$ cat src/rtl/aes_mode_ctrl.sv
// Block-cipher mode controller: queues plaintext blocks, feeds an external AES core
// and applies ECB/CBC/CTR chaining around it.
module aes_mode_ctrl #(
  parameter int BLOCK_W  = 128,
  parameter int CTR_W    = 32,
  parameter int IN_DEPTH = 2,
  parameter int TIMEOUT  = 64
) (
  input  logic               clk,
  input  logic               rst_n,
  input  logic [1:0]         cfg_mode,
  input  logic [BLOCK_W-1:0] cfg_iv,
  input  logic               cfg_load,
  input  logic               in_valid,
  output logic               in_ready,
  input  logic [BLOCK_W-1:0] in_data,
  output logic               out_valid,
  input  logic               out_ready,
  output logic [BLOCK_W-1:0] out_data,
  output logic               core_ready,
  output logic [BLOCK_W-1:0] core_data_in,
  input  logic               core_valid,
  input  logic [BLOCK_W-1:0] core_data_out,
  output logic               busy,
  output logic               err,
  output logic [1:0]         state_dbg
);

  // Handshakes: a transfer happens on a rising edge where valid && ready; the
  // producer holds valid and data stable until then, and ready never waits on valid.

  localparam int AW = (IN_DEPTH > 1) ? $clog2(IN_DEPTH) : 1;
  localparam int CW = $clog2(TIMEOUT + 1);
  localparam logic [CW-1:0] TO_LAST = CW'(TIMEOUT - 1);
  localparam logic [AW:0] FIFO_FULL_CNT = (AW + 1)'(IN_DEPTH);
  localparam logic [BLOCK_W-1:0] CTR_MASK = {BLOCK_W{1'b1}} >> (BLOCK_W - CTR_W);

  localparam logic [1:0] MODE_ECB = 2'b00;
  localparam logic [1:0] MODE_CBC = 2'b01;
  localparam logic [1:0] MODE_CTR = 2'b10;
  localparam logic [1:0] MODE_RSV = 2'b11;

  typedef enum logic [1:0] {
    IDLE  = 2'd0,
    ISSUE = 2'd1,
    WAIT  = 2'd2,
    OUT   = 2'd3
  } state_t;

  state_t state, state_n;

  logic [BLOCK_W-1:0] fifo_mem [IN_DEPTH];
  logic [AW-1:0]      wr_ptr, rd_ptr;
  logic [AW:0]        fifo_cnt;
  logic               fifo_empty, fifo_full;
  logic               rdy_en;
  logic               push, pop;

  logic [BLOCK_W-1:0] pt_reg, out_reg, chain, chain_inc, operand;
  logic [1:0]         mode;
  logic [CW-1:0]      to_cnt;
  logic               err_reg;
  logic               capture, timeout_hit, load_ok;

  assign fifo_empty = (fifo_cnt == '0);
  assign fifo_full  = (fifo_cnt == FIFO_FULL_CNT);
  // Full is judged before any same-cycle pop: there is no bypass path.
  assign in_ready   = rdy_en && !fifo_full;
  assign push       = in_valid && in_ready;
  assign pop        = (state == IDLE) && !fifo_empty;

  assign out_valid  = (state == OUT);
  assign out_data   = out_reg;
  assign core_ready = (state == ISSUE);
  assign busy       = (state != IDLE) || !fifo_empty;
  assign err        = err_reg;
  assign state_dbg  = state;
  assign load_ok    = cfg_load && !busy && !out_valid;

  assign chain_inc  = (chain & ~CTR_MASK) | ((chain + BLOCK_W'(1)) & CTR_MASK);

  always_comb begin
    operand = pt_reg;
    case (mode)
      MODE_CBC: operand = pt_reg ^ chain;
      MODE_CTR: operand = chain;
      default:  operand = pt_reg;
    endcase
  end

  assign core_data_in = (state == ISSUE) ? operand : '0;

  always_ff @(posedge clk or negedge rst_n) begin
    if (!rst_n) begin
      rdy_en <= 1'b0;
    end else begin
      rdy_en <= 1'b1;
    end
  end

  always_ff @(posedge clk) begin
    if (push) begin
      fifo_mem[wr_ptr] <= in_data;
    end
  end

  always_ff @(posedge clk or negedge rst_n) begin
    if (!rst_n) begin
      wr_ptr   <= '0;
      rd_ptr   <= '0;
      fifo_cnt <= '0;
    end else begin
      if (push) wr_ptr <= wr_ptr + AW'(1);
      if (pop)  rd_ptr <= rd_ptr + AW'(1);
      case ({push, pop})
        2'b10:   fifo_cnt <= fifo_cnt + (AW + 1)'(1);
        2'b01:   fifo_cnt <= fifo_cnt - (AW + 1)'(1);
        default: fifo_cnt <= fifo_cnt;
      endcase
    end
  end

  always_ff @(posedge clk or negedge rst_n) begin
    if (!rst_n) begin
      state <= IDLE;
    end else begin
      state <= state_n;
    end
  end

  always_comb begin
    state_n     = state;
    capture     = 1'b0;
    timeout_hit = 1'b0;
    case (state)
      IDLE:  if (!fifo_empty) state_n = ISSUE;
      ISSUE: state_n = WAIT;
      WAIT: begin
        if (core_valid) begin
          capture = 1'b1;
          state_n = OUT;
        end else if (to_cnt == TO_LAST) begin
          timeout_hit = 1'b1;
          state_n     = IDLE;
        end
      end
      OUT:   if (out_ready) state_n = IDLE;
      default: state_n = IDLE;
    endcase
  end

  always_ff @(posedge clk or negedge rst_n) begin
    if (!rst_n) begin
      pt_reg  <= '0;
      out_reg <= '0;
      chain   <= '0;
      mode    <= MODE_ECB;
      to_cnt  <= '0;
      err_reg <= 1'b0;
    end else begin
      err_reg <= timeout_hit || (cfg_load && (!load_ok || cfg_mode == MODE_RSV));
      if (pop) pt_reg <= fifo_mem[rd_ptr];

      if (state == WAIT && state_n == WAIT) begin
        to_cnt <= to_cnt + CW'(1);
      end else begin
        to_cnt <= '0;
      end

      if (capture) begin
        out_reg <= (mode == MODE_CTR) ? (pt_reg ^ core_data_out) : core_data_out;
        if (mode == MODE_CBC) chain <= core_data_out;
        else if (mode == MODE_CTR) chain <= chain_inc;
      end else if (load_ok) begin
        // A reserved mode still loads the chain but runs as ECB.
        chain <= cfg_iv;
        mode  <= (cfg_mode == MODE_RSV) ? MODE_ECB : cfg_mode;
      end
    end
  end

endmodule

$ cat config.mk
export PLATFORM = sky130hd
export DESIGN_NAME = aes_mode_ctrl
export DESIGN_NICKNAME = d
export VERILOG_FILES = /design/src/rtl/aes_mode_ctrl.sv
export SDC_FILE = /design/constraint.sdc
export NUM_CORES = 1
export LEC_CHECK = 0
export ABC_AREA = 1
export BUFFER_PORTS_ARGS = -buffer_cell sky130_fd_sc_hd__buf_4
export CORE_MARGIN = 3
export CORE_UTILIZATION = 50
export CTS_BUF_LIST = sky130_fd_sc_hd__clkbuf_16
export CTS_CLUSTER_DIAMETER = 80
export DETAILED_ROUTE_END_ITERATION = 8
export GPL_TIMING_DRIVEN = 0
export PLACE_DENSITY_LB_ADDON = 0.15
export SLEW_MARGIN = 20
export SYNTH_ARGS = -nofsm -noshare
export SYNTH_HDL_FRONTEND = slang
export SYNTH_SLANG_ARGS = --single-unit
export TNS_END_PERCENT = 50
$ cat constraint.sdc
create_clock -name clk -period 6.9 [get_ports clk]
set_input_delay 1.38 -clock clk [delete_from_list [all_inputs] [get_ports clk]]
set_output_delay 1.38 -clock clk [all_outputs]
set_load 0.01 [all_outputs]
==> flow_summary.yaml, run 1 <==
hold_path:
  hp-class: "flip-flop to flip-flop"
  hold_depth: 1
  hold_end: "to_cnt[0]"
  min_from: "to_cnt[0]"
clock_network:
  ctsHoldBuffers: 0
  clock_path_buffers: 3
  clkSinkCount: 657
  cts_buffers: 72
  cts_root_buffer: "clkbuf_16"
  tritoncts: "yes"
  clk_latency_ns: 0.60
  postCtsSetupRepairBufs: 0
  postCtsResizedCells: 0
  htreeDepth: 3
  cts.clk_slew.worst_paths_ns: 0.06
routing:
  via_count: 27800
  route.detailed.drc: 0
  drt_wl_total_um: 110000
  drt_iter0_markers: 2561
  avgViaCountPerCell: 5.65
  drtPass1Iterations: 5
  routedWlPerCell_um: 22.3
  ant_nets: 0
synthesis:
  ys_ff_latch: 657
  seq_area_frac_synth_pct: 58.0
  synth_compound_area_share_pct: 15.6
  synth_xor_xnor_area_share_pct: 3.92
  synthAdderAreaFrac_pct: 0.205
  ys.flop_type: "dfrtp_1"
  yosys.area_share.simple_pct: 18.5
  synth_nets: 3713
  netlist_area_mm2: 0.0306
  synthArstFlopShare_pct: 61.0
  syn-mean-instance-area_um2: 9.22
  synth_edf_count: 256
  synth_top_family_by_area: "simple AND/OR/NAND/NOR gates"
  synth.distinct_cells: 37
  yosysWarnings: 0
  synthMuxAreaShare_pct: 0
  syn_inst: 3316
cells_and_area:
  largest-register: "fifo_mem"
  mostFrequentLayoutCells: "nand2_1 (819), buf_4 (655), nor2_1 (441), dfrtp_1 (401), a21oi_1 (275)"
  finalNetCount: 4455
  largest_reg_flops: 256
  utilization_pct: 64.7
  design_area_mm2: 0.0391
  final_common_cell: "nand2_1"
  drive_above_1_share_pct: 21.1
  area_growth_pct: 27.9
  instances_no_fill: 4912
die:
  ios: 655
  num_rows: 90
  die_h_um: 253
  core-area_mm2: 0.0605
  initial_core_util_pct: 50.6
  die_w_um: 253
  dieArea_mm2: 0.0642
place:
  placed_cells: 4766
  pre_cts_ws_ns: 2.61
  place_hpwl_um: 81400
  globalplace.congestion: 0.950
  port-buffer-count: 654
  place_area_mm2: 0.0368
setup_path:
  timing.rr.end: "chain[126]"
  end_kind: "primary output"
  cp_data_required_time_ns: 5.52
  path_class: "flip-flop to primary output"
  max_stage_delay_ns: 0.57
  r2r_slack_ns: 3.67
  reg2regPathDepth: 7
  critPathLaunch: "mode[1]"
  worstPathCellList: "inv_1, ha_1, clkbuf_1, inv_2, nand2_1, clkbuf_2, buf_2, nand3_1, a21oi_1, buf_4"
  critPathLaunchType: "flip-flop"
  slowest_stage: "clkbuf_2"
  critPathArrivalTime_ns: 3.65
  crit_fanout: 10
  r2r_start: "fifo_cnt[0]"
grt:
  grt_first_pass_wirelength_um: 161000
  grt_max_degree: 97
  antenna_found_initial: 24
  grt_pass1_vias: 26600
  grt_remaining_overflow: 0
  track_usage_pct: 33.3
power:
  p_leak_nw: 17.6
  ir_drop_v: 0.000252
  p_per_area_mw_per_mm2: 479
  totalPowerFinal_mw: 18.7
timing:
  relSlewSlack_pct: 38.0
  fin_setup_tns_ns: 0
  slew_viol_final: 0
  whs_ns: 0.463
  fmax_mhz: 199
  hold_viol: 0
  fin_crit_sh_pct: 73.0
  setup_viol: 0
  min_period_ns: 5.03
  skew_ns: 0.0195
  fin_ws_ns: 1.87
  tightest_slew_ns: 0.931
  grt_setup_unrepaired: "no"
status:
  outcome: "finished clean"
run:
  maxCapViolations: 0
layout make-up:
| type | instances | area (µm²) |
|---|---|---|
| antenna | 15 | 37.5 |
| multi-input combinational | 2378 | 11700 |
| fill | 5090 | 21400 |
| clock buffer | 77 | 1930 |
| tap | 782 | 978 |
| sequential | 657 | 17700 |
| clock inverter | 54 | 308 |
| buffer | 227 | 972 |
| inverter | 54 | 203 |
| timing repair buffer | 668 | 5240 |
power breakdown:
part           internal (mW)  switching (mW)
Sequential              5.45            1.17
Clock                   2.09            1.58
Combinational           3.11            5.32
Total                   10.7            8.06
Yosys cell counts (2+ instances only):
master	instances	area share [%]
a21oi_1	275	4.5
a22oi_1	106	2.6
a31oi_1	130	2.7
buf_1	20	0.25
buf_2	78	1.3
buf_4	2	0.049
clkbuf_1	126	1.5
dfrtp_1	401	33
edfxtp_1	256	25
ha_1	5	0.20
inv_1	49	0.60
inv_2	5	0.061
nand2_1	819	10
nand2_2	2	0.041
nand3_1	162	2.7
nand3b_1	5	0.12
nor2_1	443	5.4
nor3_1	3	0.049
o211ai_1	3	0.074
o21ai_0	147	2.4
o21bai_1	127	3.1
or2_2	2	0.041
xnor2_1	2	0.057
xor2_1	135	3.9
kinds of logic after synthesis:
family,count (synthesis)
AND/OR/NAND/NOR,1440
other,1
XOR/XNOR,137
flip-flops,657
adder cells (fa/ha/maj),5
buffers and inverters,281
AO/OA/AOI/OAI,795
routing by layer:
layer | vias to the layer above | wire length (µm) | GRT usage, %
met5 | - | 78 | 0
met4 | 12 | 4850 | 14.5
met3 | 255 | 10400 | 8.11
met2 | 1335 | 51000 | 53.1
met1 | 13300 | 43200 | 43.7
li1 | 12800 | - | -
worst max-delay path by stage:
stage,slack (ns),cells after the start,to
CTS,1.95,9,core_data_in[119]
finish,1.87,10,core_data_in[6]
detailed placement,2.61,9,core_data_in[119]
floorplan,-0.56,2,fifo_mem[0][0]
global placement,-3.86,3,fifo_mem[1][108]
global route,1.81,10,core_data_in[6]
worst max-delay path, delay by kind of cell, from the launching register on:
family | cells | cell delay (ns)
AOI/OAI and AO/OA | 1 | 0.47
buffers and inverters | 6 | 1.80
and+or+nand+nor | 2 | 0.24
DFF | 1 | 0.39
adders and majority gates | 1 | 0.14
No activity file was read; power rests on OpenSTA's default activity.
==> run 2, diff against run 1 <==
--- a/config.mk
+++ b/config.mk
@@ -5,7 +5,7 @@
 export SDC_FILE = /design/constraint.sdc
 export NUM_CORES = 1
 export LEC_CHECK = 0
-export ABC_AREA = 1
+export ABC_AREA = 0
 export BUFFER_PORTS_ARGS = -buffer_cell sky130_fd_sc_hd__buf_4
 export CORE_MARGIN = 3
 export CORE_UTILIZATION = 50
==> constraint.sdc (replaced) <==
create_clock -name clk -period 4.3 [get_ports clk]
set_input_delay 0.86 -clock clk [delete_from_list [all_inputs] [get_ports clk]]
set_output_delay 0.86 -clock clk [all_outputs]
set_load 0.01 [all_outputs]
==> run 2 against run 1 <==
Against the previous run:
- non-clock buffer count is 6 lower
- critical path depth increased by 1
- combinational power up 60%
- clock-buffer cell count unchanged
- largest power group unchanged
==> flow_summary.yaml, run 2 <==
synthesis:
  syn-mean-instance-area_um2: 10.4
  yosysWarnings: 0
  syn_inst: 3005
  synth_common_cells: "nand2_1 (616), dfrtp_1 (401), nor2_1 (289)"
  yosys-top-cells-area: "dfrtp_1 (32%), edfxtp_1 (25%), nand2_1 (7.4%)"
  synth_edf_count: 256
  yosysTopAreaCell: "dfrtp_1"
  synthArstFlopShare_pct: 61.0
  synth_top_cell_area_share_pct: 32.2
  seq_area_frac_synth_pct: 56.9
  ys.flop_type: "dfrtp_1"
  synth_nets: 3402
  netlist_area_mm2: 0.0311
  synth.distinct_cells: 68
  ys_ff_latch: 657
  yosysMostFrequentCell: "nand2_1"
cells_and_area:
  mostFrequentLayoutCells: "buf_4 (655), nand2_1 (616), dfrtp_1 (401), nor2_1 (287), a21oi_1 (270)"
  largest-register: "fifo_mem"
  largest_reg_flops: 256
  area_growth_pct: 28.4
  final_common_cell: "buf_4"
  utilization_pct: 65.6
  finalNetCount: 4148
  drive_above_1_share_pct: 25.7
setup_path:
  max_stage_delay_ns: 0.42
  critPathLaunchType: "flip-flop"
  worstPathCellList: "inv_1, ha_1, clkbuf_1, clkbuf_2, buf_8, clkbuf_1, nor2_1, mux2_2, nand2_1, a21oi_1, buf_4"
  cp_data_required_time_ns: 3.44
  r2r_start: "mode[1]"
  path_common_cell: "clkbuf_1"
  path_depth: 11
  cp_top_family: "buffers and inverters"
  reg2regPathDepth: 10
  r2r_slack_ns: 1.26
  cp_num_buf_inv: 6
  end_kind: "primary output"
  crit_fanout: 10
  slowest_stage: "clkbuf_1"
  path_class: "flip-flop to primary output"
  timing.rr.end: "chain[118]"
  critPathArrivalTime_ns: 3.27
routing:
  drtPass1Iterations: 6
  avgViaCountPerCell: 5.75
  ant_nets: 0
  routedWlPerCell_um: 23.2
  drt_wl_total_um: 108000
  drt_iter0_markers: 2902
  route.detailed.drc: 0
  via_count: 26800
timing:
  hold_viol: 0
  grt_setup_unrepaired: "no"
  fin_crit_sh_pct: 96.0
  fin_ws_ns: 0.172
  tightest_slew_ns: 0.884
  min_period_ns: 4.13
  relSlewSlack_pct: 41.1
  fmax_mhz: 242
  slew_viol_final: 0
  setup_viol: 0
  skew_ns: 0.0176
  fin_setup_tns_ns: 0
power:
  p_int_mw: 17.9
  clock_power_share_pct: 20.5
  p_comb_share_pct: 44.6
  netSwitchingFraction_pct: 40.7
  p_per_area_mw_per_mm2: 756
  seqPwrFrac_pct: 34.9
  p_leak_nw: 17.3
  totalPowerFinal_mw: 30.2
  ir_drop_v: 0.000345
  p_sw_mw: 12.3
die:
  initial_core_util_pct: 51.1
  ios: 655
  dieArea_mm2: 0.0653
  die_w_um: 256
  core-area_mm2: 0.0609
  die_h_um: 256
  num_rows: 90
hold_path:
  hp-class: "input port to async pin"
place:
  globalplace.congestion: 0.907
  port-buffer-count: 654
  place_hpwl_um: 79200
  pre_cts_ws_ns: 0.00275
grt:
  grt_remaining_overflow: 0
  antenna_found_initial: 21
  grt_max_degree: 90
  track_usage_pct: 32.1
  grt_pass1_vias: 25800
  grt_first_pass_wirelength_um: 161000
clock_network:
  htreeDepth: 3
  postCtsResizedCells: 12
  postCtsSetupRepairBufs: 0
  cts_buffers: 72
  ctsHoldBuffers: 0
  cts.clk_slew.worst_paths_ns: 0.06
  clk_latency_ns: 0.61
  clkSinkCount: 657
  clock_path_buffers: 3
  tritoncts: "yes"
  cts_root_buffer: "clkbuf_16"
run:
  maxCapViolations: 0
status:
  outcome: "finished clean"
==> run 2: cell types whose count changed in the layout (fill, tap and decap cells not counted), moves of 13 or more <==
cell and change:
nand2_1 -203, clkbuf_2 +20, nand3_1 -146, nor2_1 -154, a22oi_1 +120, mux2i_1 +129
o21ai_0 +15, inv_1 -32, o21bai_1 -125, a31oi_1 -117, mux2_2 +126, buf_2 -50
clkbuf_1 +13
==> run 2: stage by stage <==
stage                     cell area (µm²)  hold WS [ns]  std cells
after floorplan                     31100         0.425       3005
after global placement              37100         0.449       4487
after detailed placement            37500         0.452       4506
after CTS                           39900         0.140       4639
after global routing                40000         0.156       4656
final                               40000         0.150       4658
==> run 2: kinds of logic (layout without fill, tap and decap cells) <==
| kind of cell | count (synthesis) | count (layout) | share of synthesized area, % |
|---|---|---|---|
| XOR/XNOR | 143 | 143 | 4.02 |
| buffers and inverters | 229 | 1034 | 3.15 |
| AO/OA/AOI/OAI | 732 | 732 | 14.2 |
| multiplexers | 255 | 255 | 8.71 |
| flip-flops | 657 | 657 | 56.9 |
| other | 1 | 21 | 0.0120 |
| adder cells (fa/ha/maj) | 5 | 5 | 0.201 |
| AND/OR/NAND/NOR | 983 | 983 | 12.8 |
==> run 2: power groups by stage <==
stage | Clock (mW) | Combinational, mW | Sequential [mW]
global route | 6.49 | 14.7 | 10.8
floorplan | 0 | 8.13 | 10.4
detailed placement | 0 | 13.3 | 10.6
finish | 6.19 | 13.5 | 10.5
CTS | 6.25 | 13.4 | 10.5
global placement | 0 | 12.8 | 10.5
==> run 2: worst reg2reg max path, delay by kind of cell, from the launching register on <==
kind,cells,cell delay (ns)
adder cells (fa/ha/maj),1,0.18
buffers and inverters,5,1.44
AND/OR/NAND/NOR,4,1.00
flip-flops,1,0.35
==> run 2: cell type report <==
| class | instances | area [µm²] |
|---|---|---|
| antenna | 20 | 50.0 |
| buffer | 216 | 972 |
| clock buffer | 77 | 1930 |
| clock inverter | 56 | 428 |
| fill | 4924 | 21000 |
| inverter | 12 | 45.0 |
| multi-input combinational | 2119 | 12400 |
| sequential | 657 | 17700 |
| tap | 828 | 1040 |
| timing repair buffer | 673 | 5340 |
==> run 2: how the worst max path moves through the flow <==
stage                           start                end  slack [ns]
final                         mode[0]   core_data_in[92]        0.17
after global routing          mode[0]   core_data_in[92]      0.0009
after CTS                     mode[0]   core_data_in[26]       0.006
after detailed placement      mode[0]  core_data_in[107]       0.003
after global placement       in_valid   fifo_mem[1][120]       -2.30
after floorplan           fifo_cnt[0]     fifo_mem[1][0]       -0.15
==> run 2: routing by layer <==
metal	global-route usage (%)	routed length (µm)	vias up
met5	0	0	-
met4	14.4	5060	0
met3	6.03	8390	246
met2	51.0	51100	1296
met1	43.3	43500	13100
li1	-	-	12100
